===== config.mk =====
export PLATFORM = sky130hd
export DESIGN_NAME = arya_thread_dispatcher
export DESIGN_NICKNAME = d
export VERILOG_FILES = /design/src/rtl/arya_thread_dispatcher.sv
export SDC_FILE = /design/constraint.sdc
export NUM_CORES = 1
export LEC_CHECK = 0
export CAP_MARGIN = 20
export CORE_MARGIN = 1
export CORE_UTILIZATION = 49
export DETAILED_ROUTE_END_ITERATION = 12
export GPL_ROUTABILITY_DRIVEN = 1
export PLACE_DENSITY = 0.82
export RECOVER_POWER = 25
export SETUP_SLACK_MARGIN = 0.15
export SLEW_MARGIN = 5
export SYNTH_ARGS = -nofsm -noshare
export SYNTH_HDL_FRONTEND = slang
export SYNTH_SLANG_ARGS = --single-unit

===== constraint.sdc =====
create_clock -name clk -period 4.94 [get_ports clk]
set_input_delay 0.988 -clock clk [delete_from_list [all_inputs] [get_ports clk]]
set_output_delay 0.988 -clock clk [all_outputs]
set_load 0.02 [all_outputs]

===== src/rtl/arya_thread_dispatcher.sv =====
// rtl/arya_thread_dispatcher.sv - job FIFO feeding per-thread start/busy/done slots
// Launches queued jobs on the lowest free thread and serializes tagged completions.
module arya_thread_dispatcher #(
  parameter int NUM_THREADS  = 8,
  parameter int JOB_ID_WIDTH = 8,
  parameter int FIFO_DEPTH   = 4
) (
  input  logic                                 clk,
  input  logic                                 reset,
  input  logic                                 en,
  input  logic                                 job_valid,
  input  logic [JOB_ID_WIDTH-1:0]              job_id,
  output logic                                 job_ready,
  input  logic [NUM_THREADS-1:0]               thread_busy,
  input  logic [NUM_THREADS-1:0]               thread_done,
  output logic [NUM_THREADS-1:0]               start_thread,
  output logic [NUM_THREADS*JOB_ID_WIDTH-1:0]  thread_job_id,
  output logic                                 done_valid,
  output logic [JOB_ID_WIDTH-1:0]              done_job_id,
  output logic [$clog2(NUM_THREADS+1)-1:0]     jobs_in_flight,
  output logic                                 all_idle,
  output logic                                 protocol_err
);
  localparam int PTR_W = $clog2(FIFO_DEPTH);
  localparam int CNT_W = $clog2(FIFO_DEPTH + 1);
  localparam int IDX_W = $clog2(NUM_THREADS);
  localparam int JIF_W = $clog2(NUM_THREADS + 1);

  typedef enum logic [1:0] {
    S_FREE      = 2'd0,
    S_LAUNCHED  = 2'd1,
    S_RUNNING   = 2'd2,
    S_DONE_PEND = 2'd3
  } slot_state_t;

  slot_state_t state      [NUM_THREADS];
  slot_state_t state_next [NUM_THREADS];

  logic [JOB_ID_WIDTH-1:0] fifo_mem [FIFO_DEPTH];
  logic [PTR_W-1:0]        wr_ptr, rd_ptr;
  logic [CNT_W-1:0]        fifo_count;
  logic                    fifo_empty, push, dispatch;
  logic                    free_found, pend_found, err_set;
  logic [IDX_W-1:0]        free_idx, pend_idx;

  assign job_ready  = (fifo_count != CNT_W'(FIFO_DEPTH));
  assign fifo_empty = (fifo_count == '0);
  assign push       = job_valid && job_ready;
  assign dispatch   = en && !fifo_empty && free_found;

  // Descending scan so the lowest matching index wins.
  always_comb begin
    free_found = 1'b0;
    free_idx   = '0;
    pend_found = 1'b0;
    pend_idx   = '0;
    for (int i = NUM_THREADS - 1; i >= 0; i--) begin
      if (state[i] == S_FREE) begin
        free_found = 1'b1;
        free_idx   = IDX_W'(i);
      end
      if (state[i] == S_DONE_PEND) begin
        pend_found = 1'b1;
        pend_idx   = IDX_W'(i);
      end
    end
  end

  always_comb begin
    err_set = 1'b0;
    for (int i = 0; i < NUM_THREADS; i++) begin
      state_next[i] = state[i];
      case (state[i])
        S_FREE: begin
          if (thread_done[i]) err_set = 1'b1;
          if (dispatch && free_idx == IDX_W'(i)) state_next[i] = S_LAUNCHED;
        end
        S_LAUNCHED: begin
          if (thread_done[i])      state_next[i] = S_DONE_PEND;
          else if (thread_busy[i]) state_next[i] = S_RUNNING;
        end
        S_RUNNING: begin
          if (thread_done[i]) state_next[i] = S_DONE_PEND;
        end
        S_DONE_PEND: begin
          if (pend_found && pend_idx == IDX_W'(i)) state_next[i] = S_FREE;
        end
        default: state_next[i] = S_FREE;
      endcase
    end
  end

  always_comb begin
    jobs_in_flight = '0;
    for (int i = 0; i < NUM_THREADS; i++) begin
      if (state[i] != S_FREE) jobs_in_flight = jobs_in_flight + JIF_W'(1);
    end
  end

  assign all_idle = fifo_empty && (jobs_in_flight == '0);

  always_ff @(posedge clk) begin
    if (push) fifo_mem[wr_ptr] <= job_id;
  end

  always_ff @(posedge clk) begin
    if (reset) begin
      for (int i = 0; i < NUM_THREADS; i++) state[i] <= S_FREE;
      wr_ptr        <= '0;
      rd_ptr        <= '0;
      fifo_count    <= '0;
      start_thread  <= '0;
      thread_job_id <= '0;
      done_valid    <= 1'b0;
      done_job_id   <= '0;
      protocol_err  <= 1'b0;
    end else begin
      for (int i = 0; i < NUM_THREADS; i++) state[i] <= state_next[i];
      if (push) wr_ptr <= wr_ptr + 1'b1;
      if (dispatch) rd_ptr <= rd_ptr + 1'b1;
      case ({push, dispatch})
        2'b10:   fifo_count <= fifo_count + 1'b1;
        2'b01:   fifo_count <= fifo_count - 1'b1;
        default: fifo_count <= fifo_count;
      endcase
      start_thread <= dispatch ? (NUM_THREADS'(1) << free_idx) : '0;
      if (dispatch) thread_job_id[free_idx*JOB_ID_WIDTH +: JOB_ID_WIDTH] <= fifo_mem[rd_ptr];
      done_valid <= pend_found;
      if (pend_found) done_job_id <= thread_job_id[pend_idx*JOB_ID_WIDTH +: JOB_ID_WIDTH];
      protocol_err <= protocol_err | err_set;
    end
  end
endmodule


# == After elaboration in Yosys (flattened, before gate mapping) ==
# Memory sizes are Yosys's and may differ from the RTL's. A register that Yosys moved wholly into a read port is not among the register bits.
# Cells that the tools add are included.
# Widths: inputs -> output; s select.
# totals
mem_count,2
ram_bits,48
out_inout_bits,88
regBits,89
in_bits,28
# mem_list
memory,depth,width,read_ports,rd_ports_with_merged_regs,wr,line_no,rtl
fifo_mem,4,8,1,1,1,39,logic [JOB_ID_WIDTH-1:0] fifo_mem [FIFO_DEPTH];
state,8,2,8,0,8,36,slot_state_t state [NUM_THREADS];
# op_classes
reduce_logical,43
addsub,12
shifts,4
n_bitwise,10
mux,121
eq_ne,41
# op_table
operator,count
$mux 2,50
$bwmux 64,1
$pmux 2 s4,8
$shift 8x34->64 const A,1
$shiftx 64x7->8,1
$shiftx 8x34->64,1
$mux 3,16
$mux 1,38
$eq 2x2->1 const B,17
$neg 6->34,1
$add 4x1->4 const B,7
$mux 4,7
$eq 3x3->1 const B,8
$logic_and 1x1->1,20
$eq 2x1->1 const B,9
$reduce_bool 2->1,9
$logic_not 2->1,8
$eq 3x2->1 const B,4
$logic_not 3->1,3
$or 1x1->1,9
$shl 1x3->8 const A,1
$eq 3x1->1 const B,2
$pmux 3 s2,1
$add 2x1->2 const B,2
other kinds (7),7

# == Depth between registers and ports, before layout ==
# An unclocked memory read counts as a cell.
# logic_depth
depth_word,19
mapped_depth,24

# == Worst setup path after synthesis ==
# OpenSTA, ideal clock, no wires.
# synth_timing
path_kind,reg-to-output
startpoint,memory state[0][2] (netlist bit)
endpoint,output all_idle
arrival_time_ps,4604
stages_incl_launch_ff,24
path_slack_ps,-652
required_time_ps,3952
n_path_buf,0
cell_sequence,dfxtp_1 inv_1 ha_1 inv_1 ha_1 xor2_2 inv_2 xnor2_1 nand2_1 o21ai_0 ha_1 o211ai_1 a21oi_1 or3b_1 nand2_1 ha_1 nor2_1 a31o_2 inv_1 ha_1 or4_1 a21oi_1 o22ai_1 a211oi_2
# synth_rtl
element,line_no,rtl
"start, declared",36,
"end, declared",21,"output logic all_idle,"

==> results <==
==> cell families after synthesis <==
| logic type | after synthesis | share of synthesized area [%] |
|---|---|---|
| fa+ha+maj | 52 | 8.79 |
| simple gates | 241 | 15.6 |
| flops | 139 | 41.5 |
| buf+inv | 78 | 4.01 |
| mux | 104 | 15.4 |
| xor+xnor | 21 | 3.01 |
| compound gates | 127 | 11.7 |
==> worst min-delay path, cell delays in order, from the launching register on <==
cell	delay (ps)
sky130_fd_sc_hd__dfxtp_1	310
sky130_fd_sc_hd__nand2_1	50
sky130_fd_sc_hd__a31oi_1	60
==> layout by cell type, fill, tap and decap left out, types with 6 or more instances in the layout <==
cell and count:
sky130_fd_sc_hd__mux2_2 9, sky130_fd_sc_hd__a211oi_1 19, sky130_fd_sc_hd__ha_1 45, sky130_fd_sc_hd__a21oi_1 28, sky130_fd_sc_hd__mux2i_1 87, sky130_fd_sc_hd__and3_1 6
sky130_fd_sc_hd__and2_1 24, sky130_fd_sc_hd__nand2b_1 6, sky130_fd_sc_hd__nand2_1 45, sky130_fd_sc_hd__o211ai_1 17, sky130_fd_sc_hd__mux4_2 8, sky130_fd_sc_hd__dlygate4sd3_1 10
sky130_fd_sc_hd__nor4_1 6, sky130_fd_sc_hd__edfxtp_1 32, sky130_fd_sc_hd__o21ai_0 12, sky130_fd_sc_hd__clkdlybuf4s50_1 100, sky130_fd_sc_hd__inv_1 34, sky130_fd_sc_hd__xnor2_1 11
sky130_fd_sc_hd__ha_4 6, sky130_fd_sc_hd__a31oi_1 11, sky130_fd_sc_hd__dfxtp_1 103, sky130_fd_sc_hd__inv_2 10, sky130_fd_sc_hd__nand3_1 7, sky130_fd_sc_hd__buf_4 63
sky130_fd_sc_hd__clkbuf_16 18, sky130_fd_sc_hd__nor2b_1 12, sky130_fd_sc_hd__nor2_1 109
==> layout make-up <==
type / instances / area share [%]
multi-input combinational: 545 / 42.6
timing repair buffer: 176 / 16.2
tap: 184 / 2.32
clock buffer: 19 / 4.57
clock inverter: 13 / 1.21
inverter: 46 / 1.79
sequential: 139 / 31.3
==> per-stage QoR <==
stage / utilization (%) / worst slack [ps] / total power (uW) / hold slack, ps / cells
final: 67.6 / -552 / 6260 / 477 / 1122
after global routing: 67.6 / -739 / 6640 / 492 / 1122
after CTS: 67.0 / -628 / 5990 / 479 / 1120
after detailed placement: 62.9 / -644 / 4690 / 460 / 1086
after global placement: 62.9 / -548 / 4610 / 465 / 1086
after floorplan: - / -201 / 3530 / 467 / 762
==> metal layers <==
metal / GRT usage, % / vias up / wire length [um]
met5: 0 / - / 0
met4: 10.4 / 0 / 492
li1: - / 3016 / -
met2: 40.7 / 243 / 9210
met1: 33.5 / 3002 / 8750
met3: 5.82 / 37 / 1360
==> final timing paths <==
kind	endpoint	cells after the start
min	done_job_id[2]	2
min reg2reg	done_job_id[2]	2
max reg2reg	thread_job_id[63]	13
max	all_idle	23
==> power by group through the flow <==
stage               Sequential (uW)  Clock [uW]  Combinational (uW)
finish                         1390        1240                3640
global route                   1400        1290                3940
CTS                            1390        1250                3350
detailed placement             1410           0                3280
global placement               1400           0                3210
floorplan                      1430           0                2100
==> repair_timing <==
item | CTS | global route
pin swaps | 13 | 11
setup endpoints to repair | 4 | 4
cloned | 0 | 0
gates resized for setup | 20 | 13
buffers inserted | 2 | 2
==> state kept, by name, indices dropped and copies added, names as in the netlist, 2 cells and up, named ones only <==
name and cells:
state 16, thread_job_id 64, done_job_id 8, wr_ptr 2, start_thread 8, rd_ptr 2, fifo_count 3, fifo_mem 32
==> metrics.md <==
| Metric | Value |
|---|---|
| Setup repair after global routing missed its margin | `true` |
| Critical path launch point | `state[0][3]` |
| Post-DP HPWL | `roughly 14000 um` |
| Nature of the critical path startpoint | `flip-flop` |
| Diode count | `0` |
| Footprint of the multi-input gates | `between 4000 and 5000 sq um` |
| Antenna viol nets, final | `0` |
| Drt wl/cell | `around 18 um` |
| CTS root buf | `sky130_fd_sc_hd__clkbuf_16` |
| Row count | `44` |
| Post-Syn Nets | `between 800 and 900` |
| Register-to-register path setup slack | `between 1000 and 1500 ps` |
| Post-Route Skew | `10.9 ps` |
| Total of buffers placed on input and output ports | `around 120` |
| Portion of the clock cycle consumed by the worst path in the final layout | `111%` |
| Worst path slowest cell | `sky130_fd_sc_hd__or4_4` |
| Startpoint of the lowest-slack register-to-register path | `state[1][6]` |
| Total global routing track utilization | `around a quarter` |
| Post-synth top flop | `sky130_fd_sc_hd__dfxtp_1` |
| Number of buffers created by CTS | `17` |
| TritonCTS Sinks | `approximately 140` |
| Leak Pwr | `approximately 0.0037 uW` |
| Post-DR vias/cell | `between 5 and 6` |
| Total Die Area | `roughly 16000 sq um` |
| Result of the run | `finished, violations left` |
| Filler cell count | `1094` |
| Routed vias | `roughly 6300` |
| Max cap viols | `0` |
| Proportion of power drawn by the clock network | `between 10% and 20%` |
| Register share of total power | `around 22%` |
| Failing checks | `design-rule violations, negative setup slack` |
| Worst setup margin | `-552 ps` |
| Worst ir drop on vdd | `approximately 0.44 mV` |
| Area of the core region | `between 10000 and 15000 sq um` |
| Internal power of the cells | `~3700 uW` |
| Proportion of layout cells with a drive suffix above 1 | `17.4%` |
| Maximum operating frequency | `between 0.15 and 0.2 GHz` |
| Height of the die | `126 um` |
| Final Cell Area | `approximately 9900 sq um` |
| Net switching power figure | `roughly 2500 uW` |
| Data arrival time of the critical path | `4500 ps` |
| Biggest area consumer among synthesized cells | `sky130_fd_sc_hd__dfxtp_1` |
| First drt pass iteration count | `9` |
| Worst slew margin relative to its limit | `29.6%` |
| Max incr delay on CP | `~430 ps` |
| Post-synthesis sequential area ratio | `between 40 and 50%` |
| Cell family contributing the most delay on the critical path | `adder cells` |
| Clock Latency Late Sink | `about 430 ps` |
| Width of the die | `about 130 um` |
| Sequential standard cell area | `just over 3000 sq um` |
| Critical Path End Type | `primary output` |
| Setup TNS | `-1070 ps` |
| Clock Tree Buf Depth | `2` |
| Fraction of power consumed by combinational cells | `58.1%` |
| Post-synthesis cell count | `around 760` |
| Routed WL | `~20000 um` |
| Final Hold Fails | `0` |
| Clock period minus final worst setup slack | `between 5000 and 6000 ps` |
| Hold path start | `done_job_id[2]` |
| Number of enable flip-flop cells after synthesis | `32` |
| Yosys top cell area share | `between 20 and 30%` |
| Largest net degree at the start of global routing | `slightly below 70` |
| Final setup vio count | `3` |
| Antenna violations before repair | `0` |
| Transition time at the pin with the least slew margin | `around 1100 ps` |
| Layout Nets | `between 1000 and 1500` |
| Mean instance size in the synthesized netlist | `a little under 10 sq um` |
| Commonest cells in the synthesized netlist | `sky130_fd_sc_hd__nor2_1 (110), sky130_fd_sc_hd__dfxtp_1 (107), sky130_fd_sc_hd__mux2i_1 (87)` |
| Class of the tightest hold or removal check | `flip-flop to flip-flop` |
| TritonCTS clock tree | `built` |
| Cell with the most instances after synthesis | `sky130_fd_sc_hd__nor2_1` |
| Total placed instance area | `approximately 9200 sq um` |
| Highest net fanout along the worst path | `2` |
| Count of state elements after synthesis | `~140` |
| Post-synthesis async set-or-reset flop share | `0%` |
| Number of warnings reported in the yosys synthesis log | `0` |
| Pins Over Slew Limit | `0` |
| Buf/Inv on CP | `6` |
| Effective utilization at floorplan | `around half` |
| Deepest level of the CTS H-tree | `4` |
| Cell area power density | `around 630 nW/um^2` |
| Class of the most critical setup path | `flip-flop to primary output` |
| Global route overflow | `0` |
| Critical path's most frequent cell | `sky130_fd_sc_hd__ha_4` |
| DRC | `8` |
| Cells along the critical path | `inv_2, ha_4, inv_4, ha_4, xor2_4, inv_4, buf_12, xnor2_4, ha_1, o211ai_1, a21oi_1, or3b_4, nand2_4, ha_4, nor2_2, a31o_2, inv_2, ha_4, or4_4, a21oi_4, o22ai_2, a211oi_2, buf_4` |
| Routability Congestion | `between 0.9 and 1` |
| Boundary pin count | `around 120` |
| Hold Buf Count CTS | `0` |
| Area growth from synthesis to layout | `32.7%` |
| Via count of the first global-routing pass | `roughly 6000` |
| Starting DRT DRC Count | `about 600` |
| Mapped Area | `about 7500 sq um` |
| Clock slew at the register clock pins of the worst setup and hold paths | `~70 ps` |
| Yosys cell types | `between 60 and 70` |
| Required @ worst endpoint | `just under 4000 ps` |
| Synth area leaders | `sky130_fd_sc_hd__dfxtp_1 (29%), sky130_fd_sc_hd__edfxtp_1 (13%), sky130_fd_sc_hd__mux2i_1 (12%)` |
| Sw Ratio | `about two fifths` |
| First-pass GRT wire length | `roughly 31000 um` |
Note: power is estimated with default switching activity, not from simulation.
==> variant 1 (same settings) <==
Make the reset (`reset`) asynchronous in one clocked block.
--- a/src/rtl/arya_thread_dispatcher.sv
+++ b/src/rtl/arya_thread_dispatcher.sv
@@ -105,3 +105,3 @@
 
-  always_ff @(posedge clk) begin
+  always_ff @(posedge clk or posedge reset) begin
     if (reset) begin
Formal check against the unedited RTL: differs if reset is asserted again (counterexample within 4 cycles, from zero or initial values and one cycle with reset high); with reset held inactive, the same outputs for 4 cycles.
==> variant 1 against the original RTL <==
The flow finishes with violations (max-capacitance violations, max-slew violations, negative setup slack). Sequential cell count down 2. Design area down 0.58%. Synthesized area up 0.79%. Die area up 0.77%. Setup slack better by 0.13 ns. Routed wire length up 5.4%. Global-route usage up 1.7 points. Critical endpoint unchanged. Largest cell class unchanged. Highest routed layer unchanged.
Power is not shown: default switching activity piles up to over one toggle a cycle in this logic, so the estimate is an artifact.
==> variant 1: results (changes against the original RTL) <==
Post-Layout Cell Count=999 (was 1122); Worst Clk Skew=0.0108 ns (was 0.0109 ns); CP peak stage delay=0.40 ns (was 0.43 ns); Final Util=66.9% (was 67.6%); global-route wire length before repair=32800 um (was 31500 um); max_slew headroom=-18.2% (was 29.6%); Inverters excl. clock=47 (was 46); WL final=20900 um (was 19800 um); CTS sink count=137 (was 139); Buffers, non-clock=167 (was 176); clock-pin slew on the worst setup and hold paths=0.06 ns; Area contributors post-synth=dfrtp_1 35%, edfxtp_1 13%, mux2_2 12% (was dfxtp_1 29%, edfxtp_1 13%, mux2i_1 12%); XOR/XNOR share of the synthesized area=2.97% (was 3.01%); post-route cell area=0.00987 sq mm (was 0.00993 sq mm); largest delay contributor family on the critical path=adder cells (unchanged); Max-Cap Viols=1 (was 0); filler cell count in the final layout=1037 (was 1094); multi-input logic cell count=435 (was 545); CP max stage cell=dfrtp_1 (was or4_4); vias in the first global route=6145 (was 5979); R2R setup slack=0.90 ns (was 1.23 ns); Initial DRT Pass Iterations=8 (was 9); area of the multi-input gates=0.00380 sq mm (was 0.00423 sq mm); Post-synth top cells=105 x dfrtp_1, 79 x mux2_2, 51 x ha_1 (was 110 x nor2_1, 107 x dfxtp_1, 87 x mux2i_1); Placed Instance Area=0.00925 sq mm (about the same); pre-CTS WS=-0.516 ns (was -0.644 ns); mux cell area share after synthesis=15.0% (was 15.4%); final-stage net count=885 (was 1005); DR vias/cell=6.01 (was 5.61); non-clk buf share=15.6% (was 16.2%); Seq/Total Area, Yosys=47.6% (was 41.5%); largest net degree at the start of global routing=86 (was 69); Synth Area in Adders=8.73% (was 8.79%); Tot GR Track Use=27.3% (was 25.6%); failing checks=max-capacitance violations, max-slew violations, negative setup slack (was design-rule violations, negative setup slack); initial drt markers=691 (was 599); # H-tree levels=4 (unchanged); final setup fails=3 (unchanged); # clk buffers=27 (was 19); Crit path arrival time=4.38 ns (was 4.50 ns); final worst slack=-0.426 ns (was -0.552 ns); layout cell share with drive strength beyond 1=26.4% (was 17.4%); syn_nets=716 (was 842); Main synth FF type=dfrtp_1 (was dfxtp_1); FF/Latch Area=0.00359 sq mm (was 0.00311 sq mm); Final clock-cell share=5.42% (was 5.78%); max-slew violation count=73 (was 0); cell count after placement=963 (was 1086); Yosys cell types=75 (was 64); TNS Setup=-0.885 ns (was -1.07 ns); minimum hold slack=0.501 ns (was 0.477 ns); status=complete, but fails checks (unchanged)
[variant 1: logic make-up after synthesis]
logic type | Yosys count
simple gates | 150
flops | 137
compound gates | 119
mux | 92
buf+inv | 64
fa+ha+maj | 52
xor+xnor | 22
[variant 1: routing by layer]
layer  routed length (um)  GRT usage (%)  vias up
li1                     -              -     2641
met4                  639           10.7        0
met5                    0              0        -
met1                 8200           33.3     3010
met2                10600           47.1      296
met3                 1450           5.90       55
[variant 1: worst paths after layout]
| kind | to | start | cells past startpoint |
|---|---|---|---|
| max | all_idle | state[13] | 19 |
| min | protocol_err | protocol_err | 2 |
| max reg2reg | thread_job_id[18] | state[0] | 12 |
| min reg2reg | protocol_err | protocol_err | 2 |
| max in group asynchronous | thread_job_id[25] | reset | 4 |
| min in group asynchronous | state[12] | reset | 2 |
[variant 1: timing repair]
action | in CTS | in global routing
pin swaps | 2 | 4
gates resized for setup | 24 | 11
setup buffers | 3 | 2
setup endpoints to repair | 4 | 4
==> variant 2 (same settings) <==
Made on the original files. `JOB_ID_WIDTH`: 8 -> 12.
--- a/src/rtl/arya_thread_dispatcher.sv
+++ b/src/rtl/arya_thread_dispatcher.sv
@@ -4,3 +4,3 @@
   parameter int NUM_THREADS  = 8,
-  parameter int JOB_ID_WIDTH = 8,
+  parameter int JOB_ID_WIDTH = 12,
   parameter int FIFO_DEPTH   = 4
Ports: changed (resized done_job_id, job_id and thread_job_id); port bits go from 116 to 156. The function was not compared with the original's and may differ.
==> variant 2 against the original RTL <==
The run ends with negative setup slack left. Count of clock-buffer cells in the layout is 2 lower. Critical path type unchanged. Die area is 42% higher. Routed wire length is 75% higher. Synthesized area is 43% higher. Power is 33% higher. Setup slack better by 0.0077 ns. Sequential cell count is 52 higher. Clock power is 10% higher. Sequential share of layout area is 0.36 points lower. Design area is 40% higher. Combinational power is 38% higher.
==> variant 2: results (changes against the original RTL) <==
status=complete, but fails checks (unchanged); failing checks=negative setup slack (was design-rule violations, negative setup slack); Inserted Clock Buffers=17 (unchanged); Post-synth top cells=143 x dfxtp_1, 137 x nor2_1, 93 x mux2i_1 (was 110 x nor2_1, 107 x dfxtp_1, 87 x mux2i_1); layout cell share with drive strength beyond 1=15.9% (was 17.4%); Pleak=5.03 nW (was 3.73 nW); Yosys cell types=82 (was 64); final worst slack=-0.544 ns (was -0.552 ns); DR WL met3=4040 um (was 1360 um); maximum vdd drop=0.000410 V (was 0.000443 V); Tot GR Track Use=30.7% (was 25.6%); final setup fails=4 (was 3); Post-synth EDFFs=48 (was 32); vias in the first global route=9394 (was 5979); DR vias/cell=6.31 (was 5.61); biggest regs=thread_job_id: 96 flops, fifo_mem: 48 flops, state: 16 flops (was thread_job_id: 64 flops, fifo_mem: 32 flops, state: 16 flops); Placer Congestion=0.995 (was 0.925); R2R setup slack=0.18 ns (was 1.23 ns); pre-CTS WS=-0.920 ns (was -0.644 ns); CP Max Fanout=3 (was 2); TNS Setup=-1.67 ns (was -1.07 ns); Placed Instance Area=0.0130 sq mm (was 0.00925 sq mm); I/O Buffers=155 (was 115); seq pwr=1.92 mW (was 1.39 mW); global-route wire length before repair=52100 um (was 31500 um); Clk. pwr=1.37 mW (was 1.24 mW); Worst Clk Skew=0.0151 ns (was 0.0109 ns); final-stage net count=1412 (was 1005); Avg Cell Area, Syn=9.42 sq um (was 9.82 sq um); sw power=3.87 mW (was 2.55 mW); met3 Use GR=8.90% (was 5.82%); met2 wire length=15900 um (was 9210 um); GR Util met2=47.9% (was 40.7%); Seq/Total Area, Yosys=40.3% (was 41.5%); filler cell count in the final layout=1672 (was 1094); actual slew at the worst max-slew pin=1.16 ns (was 1.06 ns); post-DP HPWL=25400 um (was 14400 um); GR Layer Usage met1=39.4% (was 33.5%); post-DR wirelength/cell=21.5 um (was 17.7 um); clk buf depth=2 (unchanged); cell count after placement=1571 (was 1086); clock latency on the worst-skew pair=0.45 ns (was 0.43 ns); Main synth FF type=dfxtp_1 (unchanged); WL final=34700 um (was 19800 um); syn_nets=1223 (was 842)
-- variant 2: logic make-up (layout without fill, tap and decap cells) --
family	after synthesis	count (layout)	synth area share [%]
DFF	191	191	40.3
muxes	108	108	11.6
and+or+nand+nor	340	340	15.9
AOI/OAI and AO/OA	307	307	19.7
adders and majority gates	56	56	6.70
buffers and inverters	113	315	4.18
xor gates and xnor gates	20	20	1.71
-- variant 2: area by class of cell --
| cell class | count | share of cell area [%] |
|---|---|---|
| Multi-Input combinational cell | 831 | 45.7 |
| Sequential cell | 191 | 30.9 |
| Timing Repair Buffer | 227 | 15.1 |
| Clock buffer | 17 | 3.05 |
| Tap cell | 275 | 2.47 |
| Inverter | 56 | 1.54 |
| Clock inverter | 15 | 1.22 |
-- variant 2: timing repair --
action / 4_1_cts / 5_1_grt
gates resized for setup: 42 / 29
endpoints found under the hold margin: 0 / 0
gates cloned: 0 / 0
setup endpoints to repair: 72 / 87
pin swaps: 11 / 11
setup buffers: 4 / 5
-- variant 2: path summary, 6_finish.rpt --
check / depth (start not counted) / to / from
max: 24 / all_idle / state[0][1]
min: 2 / thread_job_id[88] / thread_job_id[88]
max reg2reg: 20 / thread_job_id[6] / state[1][0]
min reg2reg: 2 / thread_job_id[88] / thread_job_id[88]
-- variant 2: worst max-delay path, stage by stage, from the launching register on --
cell and delay, ns:
dfxtp_2 0.32, inv_2 0.07, ha_4 0.16, inv_4 0.04
ha_4 0.25, xnor2_4 0.19, ha_4 0.23, nand2b_4 0.06
a21boi_4 0.18, inv_2 0.06, ha_4 0.21, or2_4 0.24
and2_4 0.14, ha_4 0.20, nor2b_4 0.13, a31oi_4 0.16
inv_2 0.06, ha_4 0.27, nor2_4 0.04, a21oi_4 0.14
ha_4 0.22, nor3_4 0.16, a21oi_2 0.06, nor4_4 0.26
buf_4 0.17
